## config.mk

```make
export PLATFORM = sky130hd
export DESIGN_NAME = icache_refill_ctrl
export DESIGN_NICKNAME = d
export VERILOG_FILES = /design/src/rtl/icache_pkg.sv /design/src/rtl/icache_flush_walker.sv /design/src/rtl/icache_refill_ctrl.sv
export SDC_FILE = /design/constraint.sdc
export NUM_CORES = 1
export LEC_CHECK = 0
export ABC_AREA = 1
export CORE_MARGIN = 1.5
export CORE_UTILIZATION = 42
export DETAILED_ROUTE_END_ITERATION = 12
export GPL_ROUTABILITY_DRIVEN = 0
export GPL_TIMING_DRIVEN = 1
export PLACE_DENSITY = 0.92
export SETUP_SLACK_MARGIN = 0.05
export SLEW_MARGIN = 0
export SYNTH_ARGS = -nofsm -noshare
export SYNTH_HDL_FRONTEND = slang
export SYNTH_SLANG_ARGS = --single-unit
export TNS_END_PERCENT = 5
```

## constraint.sdc

```tcl
create_clock -name clk_core -period 2.1 [get_ports clk_core]
set_input_delay 0.42 -clock clk_core [delete_from_list [all_inputs] [get_ports clk_core]]
set_output_delay 0.42 -clock clk_core [all_outputs]
set_load 0.03 [all_outputs]
```

## src/rtl/icache_pkg.sv

```systemverilog
`default_nettype none
// ============================================================================
//  Module      : icache_pkg
//  Description : Shared types and constants for the instruction-cache CAM
//                write path: refill FSM state encoding, CAM flag bit
//                positions, physical word-address type and line alignment.
//  Revision    : 1.0 - initial release
// ============================================================================
package icache_pkg;

    // Refill/flush sequencer states, explicitly encoded in 3 bits.
    typedef enum logic [2:0] {
        IC_FLUSH = 3'd0,
        IC_IDLE  = 3'd1,
        IC_REQ   = 3'd2,
        IC_DATA  = 3'd3,
        IC_DONE  = 3'd4
    } ic_refill_state_t;

    // Bit positions inside the 2-bit CAM flags field.
    localparam int IC_FLAG_VALID = 0;
    localparam int IC_FLAG_FAULT = 1;

    // Widths of the word-address view of the cache: paddr[28:2],
    // index = paddr[11:2], tag = paddr[28:12].
    localparam int IC_PADDR_W = 27;
    localparam int IC_INDEX_W = 10;
    localparam int IC_TAG_W   = 17;

    typedef logic [IC_PADDR_W-1:0] ic_word_paddr_t;

    // Clear the word-within-line bits so the burst starts on a line boundary.
    function automatic ic_word_paddr_t ic_line_align(input ic_word_paddr_t paddr,
                                                     input int             line_words);
        ic_word_paddr_t mask;
        mask = ic_word_paddr_t'(line_words - 1);
        return paddr & ~mask;
    endfunction

endpackage
`default_nettype wire

```

## src/rtl/icache_flush_walker.sv

```systemverilog
`default_nettype none
// ============================================================================
//  Module      : icache_flush_walker
//  Description : Index counter that walks every CAM entry once, 0 up to
//                NUM_WORDS-1, one entry per step. Shared by the icache and
//                dcache invalidation sequencers.
//  Ports       : clk      - clock
//                rst_n    - async active-low reset (counter -> 0)
//                i_clear  - synchronous restart at index 0 (wins over step)
//                i_step   - advance to the next entry, wraps after the last
//                o_index  - entry to write this cycle
//                o_last   - o_index is the final entry
//  Revision    : 1.0 - initial release
// ============================================================================
module icache_flush_walker #(
    parameter int NUM_WORDS = 1024,
    parameter int INDEX_W   = 10
) (
    input  logic               clk,
    input  logic               rst_n,
    input  logic               i_clear,
    input  logic               i_step,
    output logic [INDEX_W-1:0] o_index,
    output logic               o_last
);

    localparam logic [INDEX_W-1:0] c_last_index = INDEX_W'(NUM_WORDS - 1);

    logic [INDEX_W-1:0] r_index;

    always_ff @(posedge clk or negedge rst_n) begin
        if (!rst_n) begin
            r_index <= '0;
        end else if (i_clear || (i_step && (r_index == c_last_index))) begin
            r_index <= '0;
        end else if (i_step) begin
            r_index <= r_index + INDEX_W'(1);
        end
    end

    assign o_index = r_index;
    assign o_last  = (r_index == c_last_index);

endmodule
`default_nettype wire

```

## src/rtl/icache_refill_ctrl.sv

```systemverilog
`default_nettype none
// ============================================================================
//  Module      : icache_refill_ctrl
//  Description : Sequences every instruction-cache CAM write: line refills on
//                a fetch1 miss (one burst read of LINE_WORDS words) and full
//                invalidation after reset or on flush_req. Fetch1 stalls on
//                busy while either is outstanding.
//  Ports       : clk_core, reset_n         - clock, async active-low reset
//                miss_req/paddr/ready/done - fetch1 miss handshake
//                flush_req, busy           - invalidate request, stall
//                bus_req/addr/len/ack      - burst read request channel
//                bus_rvalid/rdata/rlast/err- burst read beat channel
//                cam_write_*               - CAM write port (index, data,
//                                            tag, flags strobes)
//  Revision    : 1.0 - initial release
// ============================================================================
module icache_refill_ctrl
    import icache_pkg::*;
#(
    parameter int LINE_WORDS = 4,
    parameter int NUM_WORDS  = 1024
) (
    input  logic        clk_core,
    input  logic        reset_n,
    input  logic        miss_req,
    input  logic [26:0] miss_paddr,
    output logic        miss_ready,
    output logic        miss_done,
    input  logic        flush_req,
    output logic        busy,
    output logic        bus_req,
    output logic [26:0] bus_addr,
    output logic [3:0]  bus_len,
    input  logic        bus_ack,
    input  logic        bus_rvalid,
    input  logic [31:0] bus_rdata,
    input  logic        bus_rlast,
    input  logic        bus_err,
    output logic [9:0]  cam_write_index,
    output logic        cam_write_req_data,
    output logic [31:0] cam_write_data,
    output logic        cam_write_req_tag_flags,
    output logic [16:0] cam_write_tag,
    output logic [1:0]  cam_write_flags
);

    localparam logic [3:0] c_beat_mask = 4'(LINE_WORDS - 1);

    ic_refill_state_t        r_state;
    ic_word_paddr_t          r_line;
    logic [3:0]              r_beat;
    logic                    r_err_seen;
    logic                    r_flush_pending;

    logic [IC_INDEX_W-1:0]   w_walk_index;
    logic                    w_walk_last;
    logic                    w_walk_clear;
    logic                    w_fault;
    logic [3:0]              w_beat_next;

    // The walker sits at 0 outside FLUSH, and a flush_req during FLUSH
    // restarts the walk from the first entry.
    assign w_walk_clear = (r_state != IC_FLUSH) || flush_req;

    icache_flush_walker #(
        .NUM_WORDS (NUM_WORDS),
        .INDEX_W   (IC_INDEX_W)
    ) u_flush_walker (
        .clk     (clk_core),
        .rst_n   (reset_n),
        .i_clear (w_walk_clear),
        .i_step  (r_state == IC_FLUSH),
        .o_index (w_walk_index),
        .o_last  (w_walk_last)
    );

    // Once one beat of a burst errors, the rest of that line is marked faulty.
    assign w_fault     = r_err_seen || bus_err;
    assign w_beat_next = (r_beat + 4'd1) & c_beat_mask;

    always_ff @(posedge clk_core or negedge reset_n) begin
        if (!reset_n) begin
            r_state         <= IC_FLUSH;
            r_line          <= '0;
            r_beat          <= '0;
            r_err_seen      <= 1'b0;
            r_flush_pending <= 1'b0;
        end else begin
            case (r_state)
                IC_FLUSH: begin
                    if (!flush_req && w_walk_last) begin
                        r_state <= IC_IDLE;
                    end
                end
                IC_IDLE: begin
                    // A flush colliding with a miss takes priority; the miss
                    // stays un-accepted and is retried by fetch1.
                    if (flush_req || r_flush_pending) begin
                        r_flush_pending <= 1'b0;
                        r_state         <= IC_FLUSH;
                    end else if (miss_req) begin
                        r_line     <= ic_line_align(miss_paddr, LINE_WORDS);
                        r_beat     <= '0;
                        r_err_seen <= 1'b0;
                        r_state    <= IC_REQ;
                    end
                end
                IC_REQ: begin
                    if (flush_req) begin
                        r_flush_pending <= 1'b1;
                    end
                    if (bus_ack) begin
                        r_state <= IC_DATA;
                    end
                end
                IC_DATA: begin
                    if (flush_req) begin
                        r_flush_pending <= 1'b1;
                    end
                    if (bus_rvalid) begin
                        r_beat <= w_beat_next;
                        if (bus_err) begin
                            r_err_seen <= 1'b1;
                        end
                        if (bus_rlast) begin
                            r_state <= IC_DONE;
                        end
                    end
                end
                IC_DONE: begin
                    if (r_flush_pending || flush_req) begin
                        r_flush_pending <= 1'b0;
                        r_state         <= IC_FLUSH;
                    end else begin
                        r_state <= IC_IDLE;
                    end
                end
                default: begin
                    r_state <= IC_FLUSH;
                end
            endcase
        end
    end

    // Outputs are decoded from state and the current beat. They are forced
    // quiet while reset is held: the CAM keeps its contents across reset, so
    // no strobe may fire until the post-reset flush actually starts, and that
    // flush must begin writing in the very first cycle after release.
    always_comb begin
        miss_ready              = 1'b0;
        miss_done               = 1'b0;
        busy                    = 1'b0;
        bus_req                 = 1'b0;
        bus_addr                = '0;
        bus_len                 = '0;
        cam_write_index         = '0;
        cam_write_req_data      = 1'b0;
        cam_write_data          = '0;
        cam_write_req_tag_flags = 1'b0;
        cam_write_tag           = '0;
        cam_write_flags         = '0;
        if (reset_n) begin
            busy = (r_state != IC_IDLE) || r_flush_pending;
            case (r_state)
                IC_FLUSH: begin
                    cam_write_req_tag_flags = 1'b1;
                    cam_write_index         = w_walk_index;
                end
                IC_IDLE: begin
                    miss_ready = !r_flush_pending && !flush_req;
                end
                IC_REQ: begin
                    bus_req  = 1'b1;
                    bus_addr = r_line;
                    bus_len  = c_beat_mask;
                end
                IC_DATA: begin
                    if (bus_rvalid) begin
                        // Line is aligned, so OR-ing the beat never carries
                        // into the tag bits.
                        cam_write_index                  = r_line[IC_INDEX_W-1:0] | IC_INDEX_W'(r_beat);
                        cam_write_req_data               = 1'b1;
                        cam_write_data                   = bus_rdata;
                        cam_write_req_tag_flags          = 1'b1;
                        cam_write_tag                    = r_line[IC_PADDR_W-1 -: IC_TAG_W];
                        cam_write_flags[IC_FLAG_FAULT]   = w_fault;
                        cam_write_flags[IC_FLAG_VALID]   = !w_fault;
                    end
                end
                IC_DONE: begin
                    miss_done = 1'b1;
                end
                default: begin
                end
            endcase
        end
    end

endmodule
`default_nettype wire

```

==> results.md <==
* Post-Syn Area at ~2800 um2
* Hold Violations, Final at 0
* GRT Residual Overflow at 0
* Final instance area at 4560 um2
* Crit start category: register
* Layout Nets at 634
* Post-DP HPWL at 6.45 mm
* Number of remaining DRC errors at 15
* Post-Syn Instances at 395
* Ports at 165
* Worst-Skew Late Latency at 0.29 ns
* Vias in the first global route at 3037
* Via count at 3138
* Most used cell along the critical path: nand2_1
* First-pass GRT wire length at about 14 mm
* Max-cap violations at 0
* Drt initial violations at 163
* ANT cells at 0
* CP max stage delay at about 0.46 ns
* Max-slew violations at 0
* Core area at 6420 um2
* Relative slew slack at 0.648
* Worst Path Buf+Inv at 2
* Die Span X at roughly 85 um
* Worst setup path end: cam_write_index[4]
* Critical Path, Cell by Cell: nor2_4 > nand2_1 > clkinv_4 > nand2_1 > a21oi_1 > buf_4
* Post-route ant nets at 0
* Die Area at 7260 um2
* Area delta synth->final at 60.6%
* Pre-CTS setup slack at -0.0780 ns
* CTS tree: yes
* Routed vias/inst at a little under 5
* Total clock sinks at 42
* Flop-to-flop setup slack at 0.49 ns
* Delay-heaviest family, CP: flip-flops
* Pin count of the biggest net entering global routing at 46
* Post-route setup slack at 0.0355 ns
* CP Class: register to primary output
* Critical path data required time at 1.68 ns
* Share of power burned in registers at 0.347
* DP Area at between 4000 and 5000 um2
* Max VDD drop at 0.584 mV
* RSZ-0062 raised after global routing: true
* Crit. Startpoint: r_state[2]
* Avg Cell Area, Syn at 7.18 um2
* Initial antenna violation count at 0
* Internal power at 2000 uW
* Starting density of the core at 0.442
* Switching fraction of total power at 0.440
* Failing checks: design-rule violations
* Final setup fails at 0
* Ys Warns at 0
* Worst reg2reg startpoint: u_flush_walker.o_index[0]
* Min Clock Period, post-route at 2.06 ns
* Critical path depth at 6
* Synth cell types at 32
* Worst Hold Class: input pin to async pin
* Leak at between 0.002 and 0.0025 uW
* GRT Total Usage at 0.234
* Worst R2R Path Depth at 6
* Pwr dens at 784 nW/um2
* Yosys reg bits at 42
* Clock power frac at 0.151
* Status: complete, but fails checks
* Port buffer count at 158
* Cts bufs inserted at 5
* CTS root buf: clkbuf_8
* Share of layout cells above drive strength 1 at 0.351
* CTS H-tree depth at 2
* Drt total wl at 8.63 mm
* Critical Path AT at 1.64 ns
* Slew @ Worst Pin at 0.527 ns
* Final TNS setup at 0 ns
* Worst Setup End Kind: primary output
* R2R Path End: u_flush_walker.o_index[9]
* Site row count at 29
* Crit share post-route at 0.983
* Clock Pin Slew Worst Setup and Hold Paths at 0.08 ns
* Fillers at 497
* Vert. Die Dim at 85.2 um
* Drt wl/cell at 13.4 um
* Max Clock Freq at around 0.48 GHz
* Hold-fix buffers, CTS at 0
* Skew final at roughly 0.0076 ns
* Max FO, Critical Path at 12
* Power share of the combinational group at 0.502
* P_sw at 1570 uW
* TritonRoute pass-1 iters at 9
* CP max stage cell: dfrtp_2
* Seq/Total Area, Yosys at 0.370
* CTS max path bufs at 2
[logic make-up (layout without fill, tap and decap cells)]
logic type      after synthesis  count (layout)  share of synthesized area
compound gates               45              45                     0.0855
xor+xnor                      7               7                     0.0216
fa+ha+maj                     1               1                    0.00441
buf+inv                     102             271                      0.170
flops                        42              42                      0.370
other cells                   1               4                    0.00132
simple gates                197             197                      0.347
[power groups by stage]
stage,sequential (uW),combinational [uW],clock [uW]
2_1_floorplan,1200,1120,0
3_3_place_gp,1230,1580,0
3_5_place_dp,1250,1640,0
4_1_cts,1230,1730,552
5_1_grt,1270,1940,587
6_report,1240,1790,541
[metal layers]
metal / vias up / track usage / wire length (um)
met5: - / 0 / 0
met4: 0 / 0.0686 / 160
met3: 14 / 0.0525 / 780
met2: 159 / 0.448 / 4630
met1: 1469 / 0.254 / 3050
li1: 1496 / - / -
[worst min path at each step]
stage / from / to / slack [ns] / cells past startpoint
after floorplan: reset_n / r_beat[0] / 0.12 / 0
after CTS: reset_n / r_state[0] / 0.23 / 2
after global placement: r_err_seen / r_err_seen / 0.51 / 2
after global routing: reset_n / r_beat[0] / 0.26 / 2
final: reset_n / r_state[0] / 0.19 / 2
after detailed placement: r_err_seen / r_err_seen / 0.52 / 2
[cell type report]
cell class / instances / area (um2) / share of cell area
Clock inverter: 1 / 5.00 / 0.00110
Sequential cell: 42 / 1050 / 0.231
Tap cell: 77 / 96.3 / 0.0211
Inverter: 82 / 327 / 0.0716
Clock buffer: 7 / 86.3 / 0.0189
Multi-Input combinational cell: 254 / 1370 / 0.299
Timing Repair Buffer: 181 / 1620 / 0.356
[worst reg2reg max path: cells and delay by family (launching register included)]
| family | cells | cell delay, ns |
|---|---|---|
| and+or+nand+nor | 4 | 0.51 |
| DFF | 1 | 0.44 |
| adders and majority gates | 1 | 0.21 |
| AOI/OAI and AO/OA | 1 | 0.34 |
[flip-flops by register name (all words and copies together), names as in the netlist]
| register | count |
|---|---|
| u_flush_walker.o_index | 10 |
| r_flush_pending | 1 |
| r_line | 25 |
| r_err_seen | 1 |
| r_beat | 2 |
| r_state | 3 |
[cells in the final DEF (no fill, tap or decap), types with 3 or more instances in the layout]
master	n
nand2_1	54
nand3_1	7
dfrtp_2	3
a21oi_1	40
dfrtp_1	39
buf_12	5
nor2_2	41
conb_1	4
nand4_1	3
inv_1	77
xor2_1	5
nor2_1	66
clkdlybuf4s50_1	62
buf_6	13
clkbuf_8	6
nor2_4	17
buf_4	99
[stage by stage]
step / util / hold slack [ns] / cells / total power (uW)
2_1_floorplan: - / 0.124 / 398 / 2330
3_3_place_gp: 0.667 / 0.506 / 627 / 2810
3_5_place_dp: 0.667 / 0.521 / 627 / 2880
4_1_cts: 0.697 / 0.227 / 640 / 3510
5_1_grt: 0.710 / 0.257 / 644 / 3810
6_report: 0.710 / 0.191 / 644 / 3570
[synthesized netlist by cell type, drive strengths merged]
| library cell | instances | share of area |
|---|---|---|
| nor3 | 2 | 0.0035 |
| or2 | 1 | 0.0022 |
| a31oi | 1 | 0.0022 |
| a21oi | 41 | 0.072 |
| clkbuf | 1 | 0.0013 |
| nor2 | 125 | 0.24 |
| o211ai | 1 | 0.0075 |
| nand4 | 3 | 0.0066 |
| nand3 | 8 | 0.016 |
| buf | 19 | 0.059 |
| o21ai | 2 | 0.0035 |
| ha | 1 | 0.0044 |
| dfrtp | 42 | 0.37 |
| clkinv | 1 | 0.0013 |
| nand2 | 57 | 0.079 |
| nand3b | 1 | 0.0026 |
| xor2 | 5 | 0.015 |
| conb | 1 | 0.0013 |
| inv | 81 | 0.11 |
| xnor2 | 2 | 0.0062 |
[what timing repair did]
| item | in CTS | in global routing |
|---|---|---|
| setup endpoints to repair | 85 | 86 |
| gates resized for setup | 22 | 15 |
| setup buffers | 5 | 4 |
| pin swaps | 1 | 2 |
| gates cloned | 0 | 0 |
Power figures use the tool's default switching activity.
